**src/rtl/pam_frame_syn_v2_if.sv**
```systemverilog
// Payload stream from the frame synchroniser to the PAM demodulator.
// The master drives the sample and its frame tags; the slave drives ready.
interface pam_frame_syn_v2_if #(
    parameter int AD_CVER_WIDTH = 12
);
    logic signed [AD_CVER_WIDTH-1:0] syn_demodu_data;
    logic                            syn_demodu_valid;
    logic                            syn_demodu_ready;
    logic                            syn_demodu_first;
    logic                            syn_demodu_last;

    modport master (
        output syn_demodu_data,
        output syn_demodu_valid,
        output syn_demodu_first,
        output syn_demodu_last,
        input  syn_demodu_ready
    );

    modport slave (
        input  syn_demodu_data,
        input  syn_demodu_valid,
        input  syn_demodu_first,
        input  syn_demodu_last,
        output syn_demodu_ready
    );
endinterface

```
**src/rtl/pam_frame_syn_v2.sv**
```systemverilog
// Preamble correlator, frame-timing tracker and payload FIFO between AD and PAM demodulator.
// Optional SYN_POLARITY_DETECT_EN adds locking on an inverted channel with payload negation.
module pam_frame_syn_v2 #(
    parameter int          AD_CVER_WIDTH      = 12,
    parameter int          LENGTH_M_SEQ       = 31,
    parameter logic [62:0] M_SEQ              = 63'h0000_0000_7C6E_A12C,
    parameter int          LENGTH_DATA        = 32,
    parameter int          WIDTH_RESULT       = 6,
    parameter int          MAX_MISS           = 2,
    parameter int          SYN_MEM_ADDR_WIDTH = 5
) (
    input  logic                            clk,
    input  logic                            srst,
    input  logic signed [AD_CVER_WIDTH-1:0] ad_rec_data,
    input  logic                            ad_rec_valid,
    input  logic [WIDTH_RESULT-1:0]         cfg_threshold,
    pam_frame_syn_v2_if.master              dmd,
    output logic                            sync_locked,
    output logic                            sync_lost,
    output logic                            ovf_flag
);

    localparam int DEPTH  = 1 << SYN_MEM_ADDR_WIDTH;
    localparam int FW     = AD_CVER_WIDTH + 2;
    localparam int OCC_W  = SYN_MEM_ADDR_WIDTH + 1;
    localparam int CNT_W  = $clog2(LENGTH_DATA + LENGTH_M_SEQ + 1);
    localparam int MISS_W = 4;

    localparam logic [LENGTH_M_SEQ-1:0] M_PAT     = M_SEQ[LENGTH_M_SEQ-1:0];
    localparam logic [WIDTH_RESULT-1:0] LEN_W     = WIDTH_RESULT'(LENGTH_M_SEQ);
    localparam logic [CNT_W-1:0]        LAST_DATA = CNT_W'(LENGTH_DATA - 1);
    localparam logic [CNT_W-1:0]        LAST_CHIP = CNT_W'(LENGTH_M_SEQ - 1);
    localparam logic [MISS_W-1:0]       MISS_LIM  = MISS_W'(MAX_MISS - 1);
    localparam logic [OCC_W-1:0]        DEPTH_O   = OCC_W'(DEPTH);

    typedef enum logic [1:0] {
        ST_SEARCH = 2'd0,
        ST_LOCK   = 2'd1,
        ST_CHECK  = 2'd2
    } state_t;

    // Agreement count between the chip window and the preamble pattern.
    function automatic logic [WIDTH_RESULT-1:0] corr_count(input logic [LENGTH_M_SEQ-1:0] w);
        logic [LENGTH_M_SEQ-1:0] agree;
        logic [WIDTH_RESULT-1:0] n;
        agree = ~(w ^ M_PAT);
        n     = '0;
        for (int i = 0; i < LENGTH_M_SEQ; i++) begin
            n = n + WIDTH_RESULT'(agree[i]);
        end
        return n;
    endfunction

`ifdef SYN_POLARITY_DETECT_EN
    localparam logic signed [AD_CVER_WIDTH-1:0] S_MIN = {1'b1, {(AD_CVER_WIDTH-1){1'b0}}};
    localparam logic signed [AD_CVER_WIDTH-1:0] S_MAX = {1'b0, {(AD_CVER_WIDTH-1){1'b1}}};

    // Negation that folds the most negative code onto the largest positive one.
    function automatic logic signed [AD_CVER_WIDTH-1:0] neg_sat(
        input logic signed [AD_CVER_WIDTH-1:0] x
    );
        if (x == S_MIN) begin
            return S_MAX;
        end
        return -x;
    endfunction
`endif

    state_t                  state_q, state_d;
    logic [LENGTH_M_SEQ-1:0] win_q, win_d;
    logic [CNT_W-1:0]        cnt_q, cnt_d;
    logic [MISS_W-1:0]       miss_q, miss_d;
    logic                    locked_q, locked_d;
    logic                    lost_q, lost_d;
    logic                    ovf_q, ovf_d;
`ifdef SYN_POLARITY_DETECT_EN
    logic                    inv_q, inv_d;
    logic                    hit_neg;
`endif

    logic                            chip_in;
    logic [LENGTH_M_SEQ-1:0]         win_cur;
    logic [WIDTH_RESULT-1:0]         corr;
    logic                            hit_pos;
    logic                            chk_hit;
    logic signed [AD_CVER_WIDTH-1:0] push_data;
    logic                            push_req;
    logic                            push_first;
    logic                            push_last;
    logic [FW-1:0]                   push_word;

    // Newest chip enters at the top so the oldest sits at bit 0, matching M_SEQ order.
    assign chip_in = ~ad_rec_data[AD_CVER_WIDTH-1];
    assign win_cur = {chip_in, win_q[LENGTH_M_SEQ-1:1]};
    assign corr    = corr_count(win_cur);
    assign hit_pos = (corr >= cfg_threshold);

`ifdef SYN_POLARITY_DETECT_EN
    assign hit_neg   = ((LEN_W - corr) >= cfg_threshold);
    assign chk_hit   = inv_q ? hit_neg : hit_pos;
    assign push_data = inv_q ? neg_sat(ad_rec_data) : ad_rec_data;
`else
    assign chk_hit   = hit_pos;
    assign push_data = ad_rec_data;
`endif

    assign push_word = {push_first, push_last, push_data};

    always_comb begin
        state_d    = state_q;
        win_d      = win_q;
        cnt_d      = cnt_q;
        miss_d     = miss_q;
        lost_d     = 1'b0;
        push_req   = 1'b0;
        push_first = 1'b0;
        push_last  = 1'b0;
`ifdef SYN_POLARITY_DETECT_EN
        inv_d      = (state_q == ST_SEARCH) ? 1'b0 : inv_q;
`endif
        if (ad_rec_valid) begin
            win_d = win_cur;
            case (state_q)
                ST_SEARCH: begin
                    if (hit_pos) begin
                        state_d = ST_LOCK;
                        cnt_d   = '0;
                    end
`ifdef SYN_POLARITY_DETECT_EN
                    else if (hit_neg) begin
                        state_d = ST_LOCK;
                        cnt_d   = '0;
                        inv_d   = 1'b1;
                    end
`endif
                end
                ST_LOCK: begin
                    push_req   = 1'b1;
                    push_first = (cnt_q == '0);
                    push_last  = (cnt_q == LAST_DATA);
                    if (cnt_q == LAST_DATA) begin
                        state_d = ST_CHECK;
                        cnt_d   = '0;
                    end else begin
                        cnt_d = cnt_q + CNT_W'(1);
                    end
                end
                ST_CHECK: begin
                    if (cnt_q == LAST_CHIP) begin
                        cnt_d = '0;
                        if (chk_hit) begin
                            miss_d  = '0;
                            state_d = ST_LOCK;
                        end else if (miss_q == MISS_LIM) begin
                            miss_d  = '0;
                            lost_d  = 1'b1;
                            state_d = ST_SEARCH;
                        end else begin
                            // Flywheel: keep the expected timing through a missed preamble.
                            miss_d  = miss_q + MISS_W'(1);
                            state_d = ST_LOCK;
                        end
                    end else begin
                        cnt_d = cnt_q + CNT_W'(1);
                    end
                end
                default: begin
                    state_d = ST_SEARCH;
                    cnt_d   = '0;
                end
            endcase
        end
        locked_d = (state_d == ST_LOCK) || (state_d == ST_CHECK);
    end

    logic [FW-1:0]                 mem_q [DEPTH];
    logic [SYN_MEM_ADDR_WIDTH-1:0] wr_ptr_q, wr_ptr_d;
    logic [SYN_MEM_ADDR_WIDTH-1:0] rd_ptr_q, rd_ptr_d;
    logic [OCC_W-1:0]              occ_q, occ_d;
    logic                          out_vld_q, out_vld_d;
    logic [FW-1:0]                 out_word_q, out_word_d;
    logic                          pop;
    logic                          full;
    logic                          push;
    logic                          mem_empty;
    logic                          mem_we;

    // Occupancy counts the output register too, so total storage equals DEPTH.
    always_comb begin
        pop        = out_vld_q && dmd.syn_demodu_ready;
        full       = (occ_q == DEPTH_O);
        push       = push_req && (!full || pop);
        ovf_d      = ovf_q | (push_req && full && !pop);
        mem_empty  = (wr_ptr_q == rd_ptr_q);
        out_vld_d  = out_vld_q;
        out_word_d = out_word_q;
        rd_ptr_d   = rd_ptr_q;
        wr_ptr_d   = wr_ptr_q;
        mem_we     = 1'b0;
        if (!out_vld_q || pop) begin
            if (!mem_empty) begin
                out_word_d = mem_q[rd_ptr_q];
                out_vld_d  = 1'b1;
                rd_ptr_d   = rd_ptr_q + 1'b1;
                if (push) begin
                    mem_we   = 1'b1;
                    wr_ptr_d = wr_ptr_q + 1'b1;
                end
            end else if (push) begin
                out_word_d = push_word;
                out_vld_d  = 1'b1;
            end else begin
                out_vld_d  = 1'b0;
            end
        end else if (push) begin
            mem_we   = 1'b1;
            wr_ptr_d = wr_ptr_q + 1'b1;
        end
        occ_d = occ_q + OCC_W'(push) - OCC_W'(pop);
    end

    always_ff @(posedge clk) begin
        if (mem_we) begin
            mem_q[wr_ptr_q] <= push_word;
        end
    end

    always_ff @(posedge clk) begin
        if (srst) begin
            state_q    <= ST_SEARCH;
            win_q      <= '0;
            cnt_q      <= '0;
            miss_q     <= '0;
            locked_q   <= 1'b0;
            lost_q     <= 1'b0;
            ovf_q      <= 1'b0;
            wr_ptr_q   <= '0;
            rd_ptr_q   <= '0;
            occ_q      <= '0;
            out_vld_q  <= 1'b0;
            out_word_q <= '0;
`ifdef SYN_POLARITY_DETECT_EN
            inv_q      <= 1'b0;
`endif
        end else begin
            state_q    <= state_d;
            win_q      <= win_d;
            cnt_q      <= cnt_d;
            miss_q     <= miss_d;
            locked_q   <= locked_d;
            lost_q     <= lost_d;
            ovf_q      <= ovf_d;
            wr_ptr_q   <= wr_ptr_d;
            rd_ptr_q   <= rd_ptr_d;
            occ_q      <= occ_d;
            out_vld_q  <= out_vld_d;
            out_word_q <= out_word_d;
`ifdef SYN_POLARITY_DETECT_EN
            inv_q      <= inv_d;
`endif
        end
    end

    assign dmd.syn_demodu_data  = out_word_q[AD_CVER_WIDTH-1:0];
    assign dmd.syn_demodu_first = out_word_q[FW-1];
    assign dmd.syn_demodu_last  = out_word_q[FW-2];
    assign dmd.syn_demodu_valid = out_vld_q;
    assign sync_locked          = locked_q;
    assign sync_lost            = lost_q;
    assign ovf_flag             = ovf_q;

endmodule

```
**src/flat_wrapper.sv**
```systemverilog
// flat-port wrapper written by rule: the top's interface ports become plain ports
module pam_frame_syn_v2_flat 
#(
    parameter int          AD_CVER_WIDTH      = 12,
    parameter int          LENGTH_M_SEQ       = 31,
    parameter logic [62:0] M_SEQ              = 63'h0000_0000_7C6E_A12C,
    parameter int          LENGTH_DATA        = 32,
    parameter int          WIDTH_RESULT       = 6,
    parameter int          MAX_MISS           = 2,
    parameter int          SYN_MEM_ADDR_WIDTH = 5
)
  (clk, srst, ad_rec_data, ad_rec_valid, cfg_threshold, sync_locked, sync_lost, ovf_flag, dmd_syn_demodu_data, dmd_syn_demodu_valid, dmd_syn_demodu_first, dmd_syn_demodu_last, dmd_syn_demodu_ready);
  pam_frame_syn_v2_if #(.AD_CVER_WIDTH(AD_CVER_WIDTH)) dmd_i ();
  input  logic clk;
  input  logic srst;
  input  logic signed [AD_CVER_WIDTH-1:0] ad_rec_data;
  input  logic ad_rec_valid;
  input  logic [WIDTH_RESULT-1:0] cfg_threshold;
  output logic sync_locked;
  output logic sync_lost;
  output logic ovf_flag;
  output wire logic [$bits(dmd_i.syn_demodu_data)-1:0] dmd_syn_demodu_data;
  output wire logic [$bits(dmd_i.syn_demodu_valid)-1:0] dmd_syn_demodu_valid;
  output wire logic [$bits(dmd_i.syn_demodu_first)-1:0] dmd_syn_demodu_first;
  output wire logic [$bits(dmd_i.syn_demodu_last)-1:0] dmd_syn_demodu_last;
  input wire logic [$bits(dmd_i.syn_demodu_ready)-1:0] dmd_syn_demodu_ready;
  assign dmd_syn_demodu_data = dmd_i.syn_demodu_data;
  assign dmd_syn_demodu_valid = dmd_i.syn_demodu_valid;
  assign dmd_syn_demodu_first = dmd_i.syn_demodu_first;
  assign dmd_syn_demodu_last = dmd_i.syn_demodu_last;
  assign dmd_i.syn_demodu_ready = dmd_syn_demodu_ready;
  pam_frame_syn_v2 #(.AD_CVER_WIDTH(AD_CVER_WIDTH), .LENGTH_M_SEQ(LENGTH_M_SEQ), .M_SEQ(M_SEQ), .LENGTH_DATA(LENGTH_DATA), .WIDTH_RESULT(WIDTH_RESULT), .MAX_MISS(MAX_MISS), .SYN_MEM_ADDR_WIDTH(SYN_MEM_ADDR_WIDTH)) u_core (.clk(clk), .srst(srst), .ad_rec_data(ad_rec_data), .ad_rec_valid(ad_rec_valid), .cfg_threshold(cfg_threshold), .dmd(dmd_i), .sync_locked(sync_locked), .sync_lost(sync_lost), .ovf_flag(ovf_flag));
endmodule
```
**config.mk**
```make
export PLATFORM = sky130hd
export DESIGN_NAME = pam_frame_syn_v2_flat
export DESIGN_NICKNAME = d
export VERILOG_FILES = /design/src/rtl/pam_frame_syn_v2_if.sv /design/src/rtl/pam_frame_syn_v2.sv /design/src/flat_wrapper.sv
export SDC_FILE = /design/constraint.sdc
export NUM_CORES = 1
export LEC_CHECK = 0
export ABC_AREA = 1
export CAP_MARGIN = 10
export CORE_MARGIN = 4
export CORE_UTILIZATION = 55
export DETAILED_ROUTE_END_ITERATION = 8
export DONT_BUFFER_PORTS = 1
export HOLD_SLACK_MARGIN = 0.03
export PLACE_DENSITY = 0.7
export RECOVER_POWER = 25
export SLEW_MARGIN = 30
export SYNTH_ARGS = -nofsm -noshare
export SYNTH_HDL_FRONTEND = slang
export SYNTH_SLANG_ARGS = --single-unit
```
**constraint.sdc**
```tcl
create_clock -name clk -period 10.45 [get_ports clk]
set_input_delay 2.6125 -clock clk [delete_from_list [all_inputs] [get_ports clk]]
set_output_delay 2.6125 -clock clk [all_outputs]
set_load 0.01 [all_outputs]
```
After elaboration in Yosys (flattened, before gate mapping)
Memory sizes are Yosys's and may differ from the RTL's. A register that Yosys moved wholly into a read port is not among the register bits. Index checks and enable logic that the tools add are counted.

Add/subtract/negate cells: 36. Multiply operators: 0. Divide/modulo/power cells: 0. Magnitude comparators: 1. Eq/ne operators: 12. Shift operators: 0. Muxes and demuxes: 33. Bitwise logic cells: 8. Reductions and logical operators: 17.

Operators with widths (number): adder 6 x 1 -> 6 bit (30); inverter 31 bit (1); two-way mux 14 bit (2); two-way mux 5 bit (5); two-way mux 6 bit (3); case mux 6 bit (3 select lines) (1); inverter 16 bit (1); two-way mux 1 bit (14); equality test 6 x 5 -> 1 bit (second input constant) (2); adder 5 x 1 -> 5 bit (second input constant) (2); two-way mux 2 bit (5); two-way mux 4 bit (2); adder 6 x 1 -> 6 bit (second input constant) (1); equality test 6 bit (second input constant) (1); >= comparator 6 bit (1); zero test 6 bit (1); case mux 2 bit (3 select lines) (1); AND reduction 2 bit (3); subtractor 6 x 1 -> 6 bit (1); equality test 5 bit (1); inverter 1 bit (5); OR reduction 5 bit (1); adder 4 x 1 -> 4 bit (second input constant) (1); equality test 2 x 1 -> 1 bit (second input constant) (2); 11 further kinds (20).

Register bits after elaboration: 77. Latch bits: 0. Memory bits (writable): 448. Memory bits (read-only): 0. Output and inout port bits: 18. Word-level logic and storage cells: 120. Memories: 1.

Memories: u_core.mem_q (words 32, bits a word 14, rd ports 1, clocked after Yosys merged registers in 1, write ports 1, RTL line pam_frame_syn_v2.sv:176) `logic [FW-1:0] mem_q [DEPTH];`.

Logic depth before layout (Yosys ltp)
Gate-level depths: netlist (run 1).

Depth after elaboration: 40. Mapped depth: 33. Mapped depth without buffers: 33.

Worst setup path before layout (run 1)
No wires, ideal clock.

Path kind: input to register. From: input ad_rec_data[11]. To: register u_core.cnt_q[3]. Setup time: 0.080 ns. Arrival: 6.341 ns. Slack: 4.029 ns. Stages on the path: 21. Path buffers: 0. Cells stage by stage: fa_1 > inv_1 > fa_1 > fa_1 > ha_1 > fa_1 > a21oi_1 > o21ai_0 > xor2_1 > ha_1 > nand2_1 > inv_1 > a21oi_2 > nand2_1 > inv_1 > nand2_1 > nand2_1 > inv_2 > nand2_1 > nand2_1 > nor3b_1.

Word-level cells in the longest chain between the ends: 7.

Ends and longest elaborated chain: start: declaration (RTL line flat_wrapper.sv:16) `input logic signed [AD_CVER_WIDTH-1:0] ad_rec_data;`; inverter 1 bit (RTL line pam_frame_syn_v2.sv:93) `assign chip_in = ~ad_rec_data[AD_CVER_WIDTH-1];`; inverter 16 bit (no line); inverter 31 bit (RTL line pam_frame_syn_v2.sv:46) `agree = ~(w ^ M_PAT);`; adder 6 x 1 -> 6 bit (RTL line pam_frame_syn_v2.sv:49) `n = n + WIDTH_RESULT'(agree[i]);`; >= comparator 6 bit (RTL line pam_frame_syn_v2.sv:96) `assign hit_pos = (corr >= cfg_threshold);`; != test 2 x 1 -> 1 bit (no line); AND reduction 2 bit (no line); end signal: assignment (RTL line pam_frame_syn_v2.sv:248) `cnt_q <= cnt_d;`; end: declaration (RTL line pam_frame_syn_v2.sv:71) `logic [CNT_W-1:0] cnt_q, cnt_d;`.

Every way passes these cells. A chain may end at the register's enable or synchronous reset.

Final worst setup path (run 1)
From: register u_core.win_q[1]. To: register u_core.cnt_q[5].

Word-level cells in the longest chain between the ends: 34.

Ends and longest elaborated chain: start: declaration (RTL line pam_frame_syn_v2.sv:70) `logic [LENGTH_M_SEQ-1:0] win_q, win_d;`; start signal: assignment (RTL line pam_frame_syn_v2.sv:247) `win_q <= win_d;`; inverter 31 bit (RTL line pam_frame_syn_v2.sv:46); adder 1 x 1 -> 2 bit (RTL line pam_frame_syn_v2.sv:49); adder 6 x 1 -> 6 bit (29 in a row) (RTL line pam_frame_syn_v2.sv:49); >= comparator 6 bit (RTL line pam_frame_syn_v2.sv:96); != test 2 x 1 -> 1 bit (no line); AND reduction 2 bit (no line).

Every way passes these cells.

==> run summary, run 1 <==
The global-route layer with the greatest usage is met2. Grouping stages by cell kind, the critical path spends the most delay in adder cells. Entering global routing, the biggest net connects 124 pins.

The total overflow left after global routing is 0. The initial standard-cell utilization of the core is 0.559. The post-CTS setup-driven buffer insertion count came out at 0. The horizontal die dimension came out at 212 um.

VDD sags by at most 0.298 mV. Leaving out fill and tap cells, the most frequent cells in the layout are nand2_1, edfxtp_1, nand3_1. TritonCTS created 53 clock buffers. In the post-synthesis netlist, the biggest area contributors are edfxtp_1, nand2_1, nand3_1. The kind of critical path is reg2reg.

The most used flip-flop cell after synthesis is edfxtp_1. The placed instance area is 0.0232 mm2. The insertion delay of the later-clocked pin in the worst-skew pair came out at 0.60 ns. The number of different library cells in the post-synthesis netlist is 43. The required arrival time at the worst endpoint is 10.96 ns. STA classifies the critical path endpoint as a flip-flop. In this run the static leakage power is 0.00937 uW.

When the netlist entered floorplanning its net count stood at 2218. The final design instance area without fill came out at 0.0250 mm2. The number of optimization iterations in the first detailed-route pass is 6. The first global-routing pass estimated around 82 mm of wire. The detail-routed via count per cell came out at 5.73.

During I/O placement, the number of pins put on the boundary was 40. The clock tree buffer depth came out at 3. The clock-pin slew on the worst setup and hold paths came out at 0.06 ns.

Counting stages on the worst path, the most repeated cell is fa_1. In this run the remaining antenna-violating nets after routing total 0. For this design, the sink count on the clock tree is 529. The final-stage net count is roughly 2200.

The initialized floorplan defines 74 standard-cell rows. The height of the die is 212 um. The die covers 0.0450 mm2. The global-route track usage on met2 came out at 0.384.

The buffering stage count on the worst path with inverters included is 6. The number of hold violations in the final report came to 0. In the global route stage, met3 resource usage came out at 0.0418. Dividing the final minimum period by the clock period gives 0.606.

The flow ran to the end, and the final reports show no timing, DRC or antenna violations. The total of max-cap violations came out at 0. The CTS H-tree depth came out at 2. The fraction of final layout cells sized beyond drive strength 1 is 0.0785. Counting every instance in the synthesized netlist gives 2135. The worst setup path is launched from a flip-flop. The total wirelength of the detailed-routed design is 53.7 mm. The actual slew at the worst max-slew pin came out at 0.964 ns. Setup repair after global routing left no endpoint under its margin. The worst pin sits at a relative slew slack of 0.357. The library cell used most frequently in the layout, excluding fill and tap cells, is nand2_1. The overall routing resource usage is 0.237.

The HPWL after detailed placement is 29.8 mm. The largest area contributor in the netlist is edfxtp_1. The number of hold buffers added after CTS was 0. TritonCTS built the clock tree. The worst clock skew is 0.0271 ns. In this run the clock root is driven by a clkbuf_16. The number of warnings printed during yosys synthesis is 0.

Among all stages on the critical path, the largest delay is contributed by fa_1. The initial antenna violation count came to 0. The number of global-route vias before repair is 14600. The achievable clock frequency is around 0.16 GHz. The final number of setup-violating endpoints is 0. The number of slew-limit violations in the final report is 0. In this run, post-CTS repair resized a total of 0 instances. Counting flops with an async set or reset pin after synthesis yields a share of 0. The congestion estimate from routability-driven global placement came to 0.872. The via total after detailed routing came out at 15400. The delay of the slowest critical-path stage is about 0.5 ns. The sum of negative setup slack came out at 0 ns. The area of the core came out at 0.0410 mm2.

The path category of the worst min-delay check is reg2reg. The total of buffers placed on input and output ports came out at 0. The post-detailed-route DRC marker count is 0. For the finished layout, the period the worst path requires is 6.33 ns. The sequential-to-total area share from yosys stat came out at 0.657. The netlist area before placement is 0.0229 mm2. The met1 usage is 0.326. The power density over the cells is 246 mW/mm2. The top-area cell type share of the netlist area came out at 0.587. At the worst endpoint, the arrival time is 6.84 ns.

The post-synthesis sequential element count is 529. The area growth from synthesis to layout is 9.04%. In the final routed layout, each cell accounts on average for ~20 um. The first routing iteration left 1411 violations. Of all nets on the critical path, the largest fanout is 7. The number of fillers in the final layout came out at 3222. The average cell area after synthesis came out at 10.7 um2. The number of enable flip-flop cells after synthesis is roughly 450.
worst min-delay path: cells and delay by family (launching register included):
| kind | cells | cell delay, ns |
|---|---|---|
| AO/OA/AOI/OAI | 1 | 0.07 |
| buffers and inverters | 1 | 0.08 |
| flip-flops | 1 | 0.29 |
cell type report:
type / instances / area (um2) / area share
clock buffer: 73 / 1520 / 0.0610
tap: 532 / 666 / 0.0266
clock inverter: 25 / 224 / 0.00896
multi-input combinational: 1384 / 6840 / 0.273
inverter: 111 / 425 / 0.0170
antenna: 1 / 2.50 / 0.000100
sequential: 529 / 15100 / 0.603
timing repair buffer: 31 / 240 / 0.00961
cells in the mapped netlist, drive strengths merged (3+ instances only):
master / instances
nand2: 694
edfxtp: 448
nand3: 385
inv: 111
nor2: 100
buf: 88
dfxtp: 81
a21oi: 59
o21ai: 49
ha: 37
fa: 24
clkbuf: 23
nor3: 9
nor3b: 4
xnor2: 4
xor2: 4
or2: 3
cell families (layout without fill, tap and decap cells):
group / Yosys count / count (layout) / synth area share
compound gates: 114 / 114 / 0.0281
xor+xnor: 8 / 8 / 0.00338
fa+ha+maj: 61 / 61 / 0.0411
buf+inv: 222 / 240 / 0.0470
flops: 529 / 529 / 0.657
other cells: 0 / 1 / 0
simple gates: 1201 / 1201 / 0.223
report_power, final:
| part | total (uW) | internal, uW | switching [uW] |
|---|---|---|---|
| registers | 2440 | 2340 | 100 |
| logic | 1830 | 607 | 1220 |
| clock network | 1900 | 1110 | 784 |
| total | 6160 | 4060 | 2110 |
final timing paths:
check,from,endpoint,slack (ns),depth (start not counted)
min reg2reg,u_core.win_q[2],u_core.win_q[1],0.49,2
min,u_core.win_q[2],u_core.win_q[1],0.49,2
max reg2reg,u_core.win_q[1],u_core.cnt_q[5],4.12,27
max,u_core.win_q[1],u_core.cnt_q[5],4.12,27
per-stage QoR:
stage	util	worst slack (ns)	power (uW)	std cells	hold WS, ns
2_1_floorplan	-	4.03	3900	2135	0.453
3_3_place_gp	0.566	3.76	4220	2587	0.465
3_5_place_dp	0.567	3.59	4290	2587	0.487
4_1_cts	0.609	4.13	6180	2685	0.492
5_1_grt	0.609	3.81	6520	2685	0.520
6_report	0.610	4.12	6160	2686	0.490
state kept, by name (all words and copies together) (netlist names), named ones only:
register	count
u_core.sync_lost	1
u_core.win_q	30
u_core.occ_q	6
u_core.dmd.syn_demodu_valid	1
u_core.wr_ptr_q	5
u_core.ovf_flag	1
u_core.state_q	2
u_core.mem_q	448
u_core.out_word_q	14
u_core.sync_locked	1
u_core.miss_q	4
u_core.cnt_q	6
u_core.rd_ptr_q	5
routing by layer:
metal  vias to the layer above  routed length, um
li1                       7223                  -
met1                      7531              22600
met2                       551              25600
met3                        93               3640
met4                         0               1830
met5                         -                  0
No activity file was read; power rests on OpenSTA's default activity.
==> run 2: changes to the inputs <==
--- a/config.mk
+++ b/config.mk
@@ -12,7 +12,7 @@
 export DETAILED_ROUTE_END_ITERATION = 8
 export DONT_BUFFER_PORTS = 1
 export HOLD_SLACK_MARGIN = 0.03
-export PLACE_DENSITY = 0.7
+export PLACE_DENSITY = 0.73
 export RECOVER_POWER = 25
 export SLEW_MARGIN = 30
 export SYNTH_ARGS = -nofsm -noshare
==> constraint.sdc (replaced) <==
create_clock -name clk -period 5.4 [get_ports clk]
set_input_delay 1.35 -clock clk [delete_from_list [all_inputs] [get_ports clk]]
set_output_delay 1.35 -clock clk [all_outputs]
set_load 0.01 [all_outputs]
==> run summary, run 2 (synthesized netlist as in run 1, its figures left out) <==
The run finished, with violations left. The checks that failed: setup timing. The final critical-path setup slack is -0.436 ns. TritonCTS built the clock tree. The placement-stage worst setup slack is -0.520 ns. The placed instance area came out at 0.0234 mm2. The worst slew margin relative to its limit is 0.336. In this run the critical register-to-register path is launched from u_core.win_q[1]. The worst setup path is of the reg2reg kind.

The number of cells in the design after placement is 2608. The worst register-to-register path ends at u_core.sync_locked. Setup repair after global routing could not meet its margin everywhere.

The largest fanout on the critical path came out at 2. The count of buffers added on input and output ports is 0. The largest registers in the layout are u_core.mem_q: 448 flops, u_core.win_q: 30 flops, u_core.out_word_q: 14 flops.

The insertion delay of the later-clocked pin in the worst-skew pair is roughly 0.60 ns. The worst path arrival time is ~6.4 ns. The global-route congestion overflow total is 0. Once layout is complete, the utilization of the core stands at 0.617. The area of the core came out at approximately 0.041 mm2. The number of antenna diodes is 0.

The placement row count is between 70 and 80. The worst clock skew is 0.0266 ns. The half-perimeter wire length after detailed placement is 29.9 mm.

The via total after detailed routing is 15500. The peak supply drop is between 0.6 and 0.7 mV. The number of slew-limit violations in the final report was 0. The critical path starts at u_core.win_q[1].

The maximum number of pins on one net before global-route repair came out at 152. The initial antenna violation count was 0. The clock tree buffer depth came out at 3. The number of fillers in the final layout is 3146. After detailed routing, the average wire length per cell comes to ~20 um. The path class of the tightest hold or removal check is reg2reg. In this design, the stage delay of the slowest critical-path cell is 0.50 ns.

The top cell types in the final layout, fill and taps aside, are nand2_1, edfxtp_1, nand3_1. The final-stage net count came out at about 2200. The horizontal die dimension is approximately 210 um. Relative to the synthesized area, the layout overhead comes to 10.4%.

The achievable clock frequency came out at 0.171 GHz. The worst setup path is captured at a flip-flop. The CTS H-tree depth came out at 2. The tree is rooted in a clkbuf_16.

The number of standard cells in the layout, taps in and fillers out is 2711. Power spread over the standard cell area amounts to 495 mW/mm2. The number of global-route vias before repair came to 15100.

The initial detailed-routing violation count is 1788. The count of antenna-violating nets left after detailed routing is 0. STA classifies the critical path startpoint as a flip-flop. The largest individual stage delay along the critical path comes from the cell fa_1. The first global-routing pass estimated 83.6 mm of wire. The final design instance area without fill is 0.0253 mm2. The end point of the critical path is u_core.sync_locked. The placer's final routability congestion estimate came out at between 0.8 and 0.9. The height of the die came out at 212 um. At the worst endpoint, the required time is 5.93 ns. The period utilization came out at 1.08. Before antenna repair, the detailed router went through 6 iterations. The analysis attributes to cell leakage a power of 0.00950 uW. By instance count, the cell type seen most on the critical path is fa_1. The clock-pin slew on the worst setup and hold paths is 0.06 ns. The number of clock buffers inserted by TritonCTS came out at 53. The actual slew at the worst max-slew pin came out at 0.995 ns. The library cell used most frequently in the layout, excluding fill and tap cells, is nand2_1. The number of hold violations in the final report came out at 0. The fraction of final layout cells sized beyond drive strength 1 is 0.104. The completed layout was analyzed and its total power is 12500 uW. The hold buffer count at cts is 0. The total wirelength of the detailed-routed design came out at 53.5 mm. The sink count of the clock tree came out at 529.

The clock period minus final worst setup slack is 5.84 ns. The register with the most flip-flops in the layout has between 400 and 500 of them. The overall routing resource usage came out at 0.238. The total area of multi-input combinational cells came out at 0.00694 mm2. The initial utilization of the core area, before any placement, comes to 0.559. The final number of setup-violating endpoints came out at 14. The area taken by flip-flops and latches came out at about 0.015 mm2. The path depth of the worst reg2reg path is 28. In this run the register-to-register setup slack is -0.44 ns. The detail-routed via count per cell is 5.70. During I/O placement, the number of pins put on the boundary was 40.

The total of max-cap violations came out at 0. The area of the die is around 0.045 mm2. In the routed design, unresolved DRC markers number 0. Counting flops per register, the top entry is u_core.mem_q.
run 2: changes by cell type in the layout (fill, tap and decap cells not counted), moves of 4 or more:
cell | previous run | this run
buf_4 | 29 | 50
nor2_2 | 10 | 6
clkbuf_8 | 8 | 3
nand2_1 | 685 | 674
a21oi_2 | 15 | 21
a21oi_1 | 44 | 38
inv_2 | 7 | 12
nand2_2 | 7 | 18
inv_1 | 102 | 96
nor2_1 | 87 | 91
run 2: area by class of cell:
class                   instances  share of cell area
well taps                     532              0.0263
clock inverters                29              0.0108
multi-input cells            1384               0.274
clock buffers                  70              0.0578
inverters                     111              0.0168
flip-flops and latches        529               0.596
repair buffers                 56              0.0178
run 2: stage by stage:
step	TNS, ns	hold WS, ns
final	-4.77	0.494
after global routing	-7.74	0.533
after CTS	-4.81	0.495
after detailed placement	-5.51	0.487
after global placement	-3.22	0.475
after floorplan	-1.00	0.453
run 2: critical path: cells and delay by family, from the launching register on:
family,cells,cell delay (ns)
adder cells (fa/ha/maj),10,3.79
AND/OR/NAND/NOR,10,0.76
AO/OA/AOI/OAI,1,0.17
buffers and inverters,6,0.54
flip-flops,1,0.33
XOR/XNOR,1,0.16
run 2: worst min path at each step:
| stage | slack [ns] | depth (start not counted) | endpoint | from |
|---|---|---|---|---|
| finish | 0.49 | 2 | u_core.win_q[22] | u_core.win_q[23] |
| global route | 0.53 | 2 | u_core.cnt_q[0] | u_core.cnt_q[0] |
| CTS | 0.50 | 2 | u_core.win_q[22] | u_core.win_q[23] |
| detailed placement | 0.49 | 2 | u_core.win_q[22] | u_core.win_q[23] |
| global placement | 0.48 | 2 | u_core.cnt_q[0] | u_core.cnt_q[0] |
| floorplan | 0.45 | 2 | u_core.win_q[1] | u_core.win_q[2] |
run 2: metal layers:
| layer | GRT usage | vias up | routed length, um |
|---|---|---|---|
| met5 | 0 | - | 0 |
| met4 | 0.0896 | 0 | 1980 |
| met3 | 0.0435 | 120 | 3920 |
| met2 | 0.389 | 615 | 25800 |
| met1 | 0.323 | 7452 | 21800 |
| li1 | - | 7271 | - |
run 2: where the power goes:
part / internal [uW] / switching [uW] / leakage [uW]
combinational: 1510 / 2650 / 0.00394
sequential: 4520 / 190 / 0.00471
clock: 2140 / 1530 / 0.000845
total: 8170 / 4370 / 0.00950
run 2: repair_timing:
action                     4_1_cts  5_1_grt
pin swaps                       13        8
setup endpoints to repair       14       14
resized for setup               24       23
setup buffers                    4        1
==> run 3: changes to the inputs <==
--- a/config.mk
+++ b/config.mk
@@ -8,11 +8,10 @@
 export ABC_AREA = 1
 export CAP_MARGIN = 10
 export CORE_MARGIN = 4
-export CORE_UTILIZATION = 55
+export CORE_UTILIZATION = 35
 export DETAILED_ROUTE_END_ITERATION = 8
 export DONT_BUFFER_PORTS = 1
 export HOLD_SLACK_MARGIN = 0.03
-export PLACE_DENSITY = 0.73
 export RECOVER_POWER = 25
 export SLEW_MARGIN = 30
 export SYNTH_ARGS = -nofsm -noshare
==> run summary, run 3 (synthesized netlist as in run 1, its figures left out) <==
The number of global-route vias before repair is 14900. The total of buffers placed on input and output ports came out at 0. Summed over all cells, the static leakage comes to 0.00947 uW. The insertion delay of the later-clocked pin in the worst-skew pair came out at between 0.6 and 0.7 ns. The clock-pin slew on the worst setup and hold paths is 0.06 ns.

The cell count of the worst hold path came out at 2. The placement-stage worst setup slack is -0.579 ns. The startpoint identified for the worst register-to-register timing path is u_core.win_q[1]. The power density over the cells came out at 488 mW/mm2. The worst register-to-register path ends at u_core.sync_locked. The post-synthesis to final-layout area growth came out at 12.3%. The most numerous cell type found on the critical path is fa_1. The final critical-path setup slack came out at -0.362 ns. The worst clock skew came out at 0.0227 ns. The final reports fail on setup timing. In the finished design, the share of the clock period the worst path needs comes to 1.07. The initial detailed-routing violation count is 1504.

The global-route congestion overflow total came out at 0. Setup violations remaining at the end of the flow were counted as 14. The slowest stage of the critical path is the fa_1 cell.

The achievable clock frequency came out at 0.174 GHz. The height of the die came out at 264 um. In this run the worst path has a maximum fanout of 2.

The final-stage net count came out at about 2200. The overall routing resource usage came out at 0.162. The flop-to-flop setup slack is -0.36 ns.

The actual slew at the worst max-slew pin came out at about 1.0 ns. Subtracting the final worst setup slack from the clock period gives approximately 5.8 ns. The path depth of the worst reg2reg path came out at 28. The clock passes through at most 3 buffers. The largest registers in the layout are u_core.mem_q: 448 flops, u_core.win_q: 30 flops, u_core.out_word_q: 14 flops. The number of buffers and inverters on the critical path is 5. The number of clock buffers inserted by TritonCTS came out at 54. The number of slew-limit violations in the final report came out at 0. The horizontal die dimension is 264 um. The path category of the worst min-delay check is reg2reg. The final design instance area without fill is 0.0257 mm2. In this run the most critical hold path is launched from u_core.win_q[2]. After layout, the design draws a total of around 13000 uW. The flow ran to the end, but the final reports show violations. Measured against its own limit, the worst slew margin works out to 0.302. For the worst setup path, the data arrival time is 6.30 ns. The number of optimization iterations in the first detailed-route pass is 5.

The initial antenna violation count came out at 1. The number of hold violations in the final report was 0. The total of max-cap violations is 0.

The initial standard-cell utilization of the core came out at 0.354. The endpoint class of the critical path is a flip-flop. The sink count of the clock tree came out at 529. The area of the core came out at between 0.06 and 0.07 mm2. The via total after detailed routing is roughly 15000. The register with the most flip-flops is u_core.mem_q. The flip-flop count of the largest register, all copies and words added is 448. The placer's final routability congestion estimate is 0.807. In this design, the largest share of critical-path delay is due to adder cells.

Entering global routing, the biggest net connects between 150 and 200 pins. The peak supply drop came out at 0.816 mV. The post-detailed-route DRC marker count came out at 0. In this run, post-CTS hold repair placed 0 buffers. In this run the cell area measured after placement is 0.0238 mm2. TritonCTS built the clock tree.

The CTS root buffer is clkbuf_16. The area of the die is 0.0697 mm2. The critical path in this run is classified as reg2reg. Leaving out fill and tap cells, the most frequent cell in the layout is nand2_1. The fraction of final layout cells sized beyond drive strength 1 is 0.0991. The count of antenna-violating nets left after detailed routing is 0. The delay of the slowest critical-path stage came out at between 0.5 and 0.6 ns. In the layout the commonest cells are nand2_1, edfxtp_1, nand3_1.

For hold timing, the worst endpoint is u_core.win_q[1]. The global-route wire length before repair is between 80 and 90 mm. The total wirelength of the detailed-routed design came out at roughly 58 mm. Setup repair after global routing could not meet its margin everywhere. The half-perimeter wire length after detailed placement is 32.1 mm. The worst hold-check slack came out at slightly below 0.5 ns. The I/O pin count came out at 40. The detail-routed via count per cell is 5.02. The CTS H-tree depth came out at 2.

The placement row count came out at 93. The worst setup path is launched from a flip-flop. The routed length per placed instance is around 19 um. Data on the critical path is required at its endpoint by around 5.9 ns.
[run 3: through the flow]
step                instances  utilization  TNS (ns)
detailed placement       2919        0.367     -5.91
finish                   3026        0.398     -4.15
global placement         2919        0.367     -4.25
CTS                      3022        0.396     -4.61
floorplan                2135            -     -1.00
global route             3024        0.398     -7.15
[run 3: layout make-up]
type | count | area (um2)
Fill cell | 6159 | 38900
Clock buffer | 78 | 1510
Multi-Input combinational cell | 1384 | 6990
Tap cell | 855 | 1070
Sequential cell | 529 | 15100
Clock inverter | 22 | 292
Antenna cell | 2 | 5.00
Timing Repair Buffer | 45 | 362
Inverter | 111 | 432
[run 3: what timing repair did]
action | in CTS | in global routing
buffers inserted | 3 | 1
gates resized for setup | 23 | 13
setup endpoints to repair | 14 | 14
pin swaps | 10 | 1
[run 3: power by group]
group | total [uW] | switching (uW) | internal (uW)
Clock | 3840 | 1570 | 2270
Combinational | 4000 | 2550 | 1460
Sequential | 4710 | 189 | 4520
Total | 12600 | 4300 | 8250
[run 3: layer usage]
metal | global-route usage | vias up | routed length (um)
met5 | 0 | - | 0
met4 | 0.0515 | 0 | 1520
met3 | 0.0331 | 71 | 4150
met2 | 0.261 | 450 | 27100
met1 | 0.222 | 7425 | 25000
li1 | - | 7242 | -
[run 3: worst reg2reg max path, delay by kind of cell (launching register included)]
| kind | cells | cell delay, ns |
|---|---|---|
| adder cells (fa/ha/maj) | 10 | 3.93 |
| AND/OR/NAND/NOR | 9 | 0.60 |
| flip-flops | 1 | 0.33 |
| AO/OA/AOI/OAI | 3 | 0.37 |
| XOR/XNOR | 1 | 0.15 |
| buffers and inverters | 5 | 0.33 |
[run 3: worst max path at each step]
stage,startpoint,to,slack (ns),cells past startpoint
after global routing,u_core.win_q[1],u_core.sync_locked,-0.63,28
after floorplan,u_core.win_q[1],u_core.cnt_q[3],-0.22,27
final,u_core.win_q[1],u_core.sync_locked,-0.36,28
after CTS,u_core.win_q[1],u_core.cnt_q[5],-0.41,27
after global placement,u_core.win_q[1],u_core.cnt_q[5],-0.43,27
after detailed placement,u_core.win_q[1],u_core.cnt_q[5],-0.58,27
==> edit 1 (config.mk and constraints of run 2) <==
Re-encode `state_t` (3 states) as one-hot, 3 bits wide.
--- a/src/rtl/pam_frame_syn_v2.sv
+++ b/src/rtl/pam_frame_syn_v2.sv
@@ -34,8 +34,8 @@
     localparam logic [OCC_W-1:0]        DEPTH_O   = OCC_W'(DEPTH);
 
-    typedef enum logic [1:0] {
-        ST_SEARCH = 2'd0,
-        ST_LOCK   = 2'd1,
-        ST_CHECK  = 2'd2
+    typedef enum logic [2:0] {
+        ST_SEARCH = 3'b001,
+        ST_LOCK   = 3'b010,
+        ST_CHECK  = 3'b100
     } state_t;
 
Function: no difference found for any inputs over 4 cycles, from zero or initial values and one cycle with srst high; so few cycles prove little.
==> edit 1 against run 2 <==
  * The run still ends with setup timing left
  * Sequential cell count is 1 higher
  * Routed wire length rose by 1.8%
  * Largest cell class unchanged
  * Synthesized area decreased by 0.76%
  * Worst hold slack improved by 19 ps
  * Clock power shrank 1%
  * Count of clock-buffer cells in the layout up 1
  * Worst setup slack improved by 100 ps
  * Final area decreased by 0.20%
  * Total power is 2.3% higher
  * Fmax up 1.8%
==> edit 1: results (changes against run 2) <==
- EDFF count, synth: 448 (unchanged)
- Largest cells by area after synthesis: edfxtp_1 59%, nand2_1 11%, nand3_1 8.6%, dfxtp_1 7.2%, fa_1 2.1%
- Clock Skews: 24.9 ps (-1.68 ps)
- Max IR drop VDD: 0.561 mV (-13%)
- HP Class: register to register
- Total Routing Usage GR: 24.3% (+0.49 points)
- Routed vias/inst: 5.73 (+0.41%)
- Final Wtd Congestion: 0.892 (-0.15%)
- Critical path's largest stage delay: roughly 490 ps
- Worst R2R Path Depth: 24 (-14%)
- Hold wc startpoint: u_core.win_q[23]$_SDFFE_PP0P_
- Final worst slack: -333 ps (+104 ps)
- WHS Path Cells: 2 (unchanged)
- Synth cell count leaders: 664 x nand2_1, 448 x edfxtp_1, 390 x nand3_1
- CTS buffer count: 53 (unchanged)
- Cell Area, Placed: 23,300 um2 (-0.38%)
- Violated checks: setup timing
- Post-synth cell types: 40 (-7.0%)
- Worst Path Max Fanout: 5 (+3)
- Setup_tns: -3290 ps (+1480 ps)
- Fraction of layout cells with a size suffix above 1: 9.88% (-0.49 points)
- DPL Wire Length: 30,000 um (+0.40%)
- Vias in the first global route: 15,300 (+1.5%)
- Worst r2r dst: u_core.cnt_q[5]$_SDFFE_PP0P_
- First-pass GRT wire length: 84,700 um (+1.3%)
- Final setup violation count: 14 (unchanged)
- Leak: 9.47 nW (-0.33%)
- Worst-margin pin slew: 1020 ps (+27.2 ps)
- Largest net degree at the start of global routing: 220 (+45%)
- WP data arrival: 6210 ps (-160 ps)
- Max-cap violation count: 0 (unchanged)
- Syn Nets: 2,206 (-0.54%)
- TritonRoute pass-1 iters: 5 (-1)
- Clock Path Buffers: 3 (unchanged)
- Antenna cells: 0 (unchanged)
- Worst R2R Start: u_core.win_q[1]$_SDFFE_PP0P_
- Worst Hold Endpoint: u_core.win_q[22]$_SDFFE_PP0P_
- First-iteration detailed-routing DRC count: 1,640 (-8.3%)
- Sequential area share after synthesis: 66.3% (+0.59 points)
- Total of fill cells in the finished design: 3,094 (-1.7%)
- Async set-reset flop share out of synthesis: 0% (unchanged)
- Status: complete, but fails checks
- Primary FF master, synth: edfxtp_1
- WL final: 54,500 um (+1.8%)
==> edit 1: metrics by stage <==
stage	power, W	instances	utilization (%)	setup slack (ps)	hold slack, ps
after floorplan	0.00777	2127	-	-131	453
final	0.0128	2698	61.9	-333	513
after detailed placement	0.00879	2592	57.1	-498	503
after CTS	0.0126	2694	61.5	-340	516
after global placement	0.00861	2592	57.1	-345	480
after global routing	0.0136	2698	61.9	-602	531
==> edit 1: area by class of cell <==
type | instances | area, um2 | area share [%]
clock inverter | 28 | 274 | 1.08
tap | 532 | 666 | 2.64
multi-input combinational | 1373 | 6870 | 27.2
clock buffer | 71 | 1440 | 5.72
inverter | 109 | 425 | 1.68
timing repair buffer | 55 | 470 | 1.86
sequential | 530 | 15100 | 59.8
==> edit 1: power by group <==
part	internal (W)	switching, W	total (W)	leakage, nW
clock network	0.00212	0.00151	0.00363	0.835
logic	0.00159	0.00292	0.00451	3.88
registers	0.00453	0.000161	0.00470	4.76
total	0.00824	0.00459	0.0128	9.47
==> edit 1: timing repair <==
action                                  in CTS  in global routing
setup buffers                                2                  3
pin swaps                                    9                  3
gates cloned                                 1                  0
endpoints found under the setup margin      14                 14
resized for setup                           21                 17
==> edit 1: logic make-up after synthesis <==
kind of cell / synth area share [%]
XOR/XNOR: 0.346
buffers and inverters: 4.46
AND/OR/NAND/NOR: 22.3
adder cells (fa/ha/maj): 3.93
flip-flops: 66.3
AO/OA/AOI/OAI: 2.66
==> edit 1: how the worst max path moves through the flow <==
stage / endpoint / from / depth (start not counted)
detailed placement: u_core.cnt_q[2]$_SDFFE_PP0P_ / u_core.win_q[1]$_SDFFE_PP0P_ / 25
global placement: u_core.cnt_q[2]$_SDFFE_PP0P_ / u_core.win_q[1]$_SDFFE_PP0P_ / 25
finish: u_core.cnt_q[5]$_SDFFE_PP0P_ / u_core.win_q[1]$_SDFFE_PP0P_ / 24
CTS: u_core.cnt_q[5]$_SDFFE_PP0P_ / u_core.win_q[1]$_SDFFE_PP0P_ / 24
floorplan: u_core.cnt_q[5]$_SDFFE_PP0P_ / u_core.win_q[1]$_SDFFE_PP0P_ / 24
global route: u_core.sync_locked$_SDFF_PP0_ / u_core.win_q[1]$_SDFFE_PP0P_ / 27
==> edit 1: critical path: cells and delay by family, from the launching register on <==
| family | cells | cell delay (ps) |
|---|---|---|
| DFF | 1 | 330 |
| and+or+nand+nor | 7 | 700 |
| xor gates and xnor gates | 2 | 320 |
| adders and majority gates | 10 | 3870 |
| buffers and inverters | 5 | 400 |
==> edit 1: per-layer routing <==
layer	global-route usage, %	share of wire [%]	wire, um
met1	33.4	42	22700
met2	38.8	47	25600
met3	4.59	7.7	4180
met4	9.86	3.8	2070
met5	0	0	0
==> edit 2 (settings of run 2) <==
Made on the original files. The option `SYN_POLARITY_DETECT_EN` is turned on by a define.
--- a/src/rtl/pam_frame_syn_v2.sv
+++ b/src/rtl/pam_frame_syn_v2.sv
@@ -1,4 +1,6 @@
 // Preamble correlator, frame-timing tracker and payload FIFO between AD and PAM demodulator.
 // Optional SYN_POLARITY_DETECT_EN adds locking on an inverted channel with payload negation.
+`define SYN_POLARITY_DETECT_EN
+
 module pam_frame_syn_v2 #(
     parameter int          AD_CVER_WIDTH      = 12,
Function: changed (a bounded check fails within 4 cycles, from zero or initial values and one cycle with srst high).
==> edit 2 against run 2 <==
  * Worst setup slack worse by 72 ps
  * Critical path type unchanged
  * Largest cell class unchanged
  * The run still ends with setup timing left
  * Routed wire length up 7.5%
  * Via count up 5.6%
  * Total power up 21%
  * First-iteration DRC count up 11%
  * Final area up 2.9%
  * Sequential cell count up 1
  * Combinational power up 55%
  * Global-route usage up 1.4 points
  * Utilization up 0.51 points
  * Synthesized area up 1.4%
==> edit 2: results (changes against run 2) <==
- Worst Path Max Fanout: 2 (unchanged)
- Yosys Warn Count: 0 (unchanged)
- Largest cells by area after synthesis: edfxtp_1 58%, nand2_1 11%, nand3_1 8.4%, dfxtp_1 7.1%, ha_1 2.2%
- Worst-margin pin slew: 1010 ps (+16.6 ps)
- Total of fill cells in the finished design: 3,212 (+2.1%)
- Cell Area, Placed: 23,900 um2 (+2.2%)
- CTS Root Cell: clkbuf_16
- Clock power share: 25.3% (-4.0 points)
- Final setup violation count: 15 (+1)
- Violated checks: setup timing
- Total Routing Usage GR: 25.2% (+1.4 points)
- Worst-path clk slew: 60 ps (about the same)
- Drt wl/cell: 20.5 um (+3.8%)
- Leak: 9.85 nW (+3.7%)
- Clock Skews: 23.9 ps (-2.69 ps)
- Worst Hold Endpoint: u_core.out_word_q[5]$_SDFFE_PP0P_
- Synth Area in Adders: 4.27% (+0.16 points)
- Largest net degree at the start of global routing: 125 (-18%)
- Initial antenna violation count: 1 (+1)
- Async set-reset flop share out of synthesis: 0% (unchanged)
- Hold wc startpoint: u_core.out_word_q[5]$_SDFFE_PP0P_
- Post-synth cell types: 43 (unchanged)
- Sequential area share after synthesis: 64.9% (-0.83 points)
- First-iteration detailed-routing DRC count: 1,980 (+11%)
- Internal power: 0.00942 W (+15%)
- Synth cell count leaders: 689 x nand2_1, 448 x edfxtp_1, 390 x nand3_1
- Worst hold slack: 507 ps (+12.5 ps)
- Clock Path Buffers: 3 (unchanged)
- Syn Nets: 2,304 (+3.9%)
- Via count: 16,300 (+5.6%)
- CP max stage cell: fa_1
- WHS Path Cells: 2 (unchanged)
- Complex-gate fraction of the synthesized area: 3.51% (+0.70 points)
- Worst Setup EP: u_core.miss_q[1]$_SDFFE_PP0P_
- Fraction of layout cells with a size suffix above 1: 10.7% (+0.38 points)
- Area share of xor/xnor cells in the synthesized design: 0.522% (+0.18 points)
- Final Wtd Congestion: 0.915 (+2.4%)
- Logic power comb: 0.00644 W (+55%)
- Worst R2R Path Depth: 27 (-3.6%)
- EDFF count, synth: 448 (unchanged)
- First-pass GRT wire length: 88,500 um (+5.9%)
- Status: complete, but fails checks
- Max IR drop VDD: 1.21 mV (+89%)
- Post-synthesis mux area share: 0% (unchanged)
- WP data arrival: 6430 ps (+60 ps)
- Final worst slack: -508 ps (-71.9 ps)
- DPL Wire Length: 33,100 um (+11%)
## edit 2: cell count changes after synthesis, sizes merged, moves of 3 or more
cell | run 2 | this run
nand4 | 1 | 8
buf | 88 | 91
ha | 37 | 41
a21oi | 59 | 80
nor2 | 100 | 95
xor2 | 4 | 11
nand3 | 385 | 390
inv | 111 | 133
nor3b | 4 | 1
o21ai | 49 | 62
## edit 2: through the flow
| stage | power [W] | utilization [%] | TNS [ps] | instances | worst slack [ps] |
|---|---|---|---|---|---|
| floorplan | 0.00887 | - | -3270 | 2217 | -442 |
| global placement | 0.0103 | 57.1 | -7630 | 2702 | -628 |
| detailed placement | 0.0105 | 57.1 | -8690 | 2702 | -745 |
| CTS | 0.0148 | 61.8 | -6350 | 2807 | -535 |
| global route | 0.0161 | 62.2 | -9340 | 2809 | -742 |
| finish | 0.0152 | 62.2 | -6080 | 2809 | -508 |
## edit 2: per-layer routing
metal / GRT usage [%] / vias up / part of all wire, %
met1: 34.8 / 7903 / 40
met2: 40.4 / 743 / 47
met4: 8.01 / 2 / 3.1
li1: - / 7559 / -
met3: 5.72 / 115 / 10
met5: 0 / - / 0.035
## edit 2: repair_timing
action,CTS,global route
resized for setup,27,27
pin swaps,9,10
setup endpoints to repair,15,15
buffers inserted,5,2
## edit 2: worst reg2reg max path, delay by kind of cell (launching register included)
family                   cells  cell delay [ps]
AO/OA/AOI/OAI                5              510
buffers and inverters        7              420
flip-flops                   1              330
XOR/XNOR                     1              160
adder cells (fa/ha/maj)     10             3880
AND/OR/NAND/NOR              4              530
## edit 2: cell type report
cell class,count,area [um2],area share [%]
Clock buffer,66,1450,5.56
Clock inverter,34,385,1.48
Inverter,134,518,1.99
Multi-Input combinational cell,1438,7360,28.3
Sequential cell,530,15100,58.0
Tap cell,539,674,2.59
Timing Repair Buffer,68,546,2.10
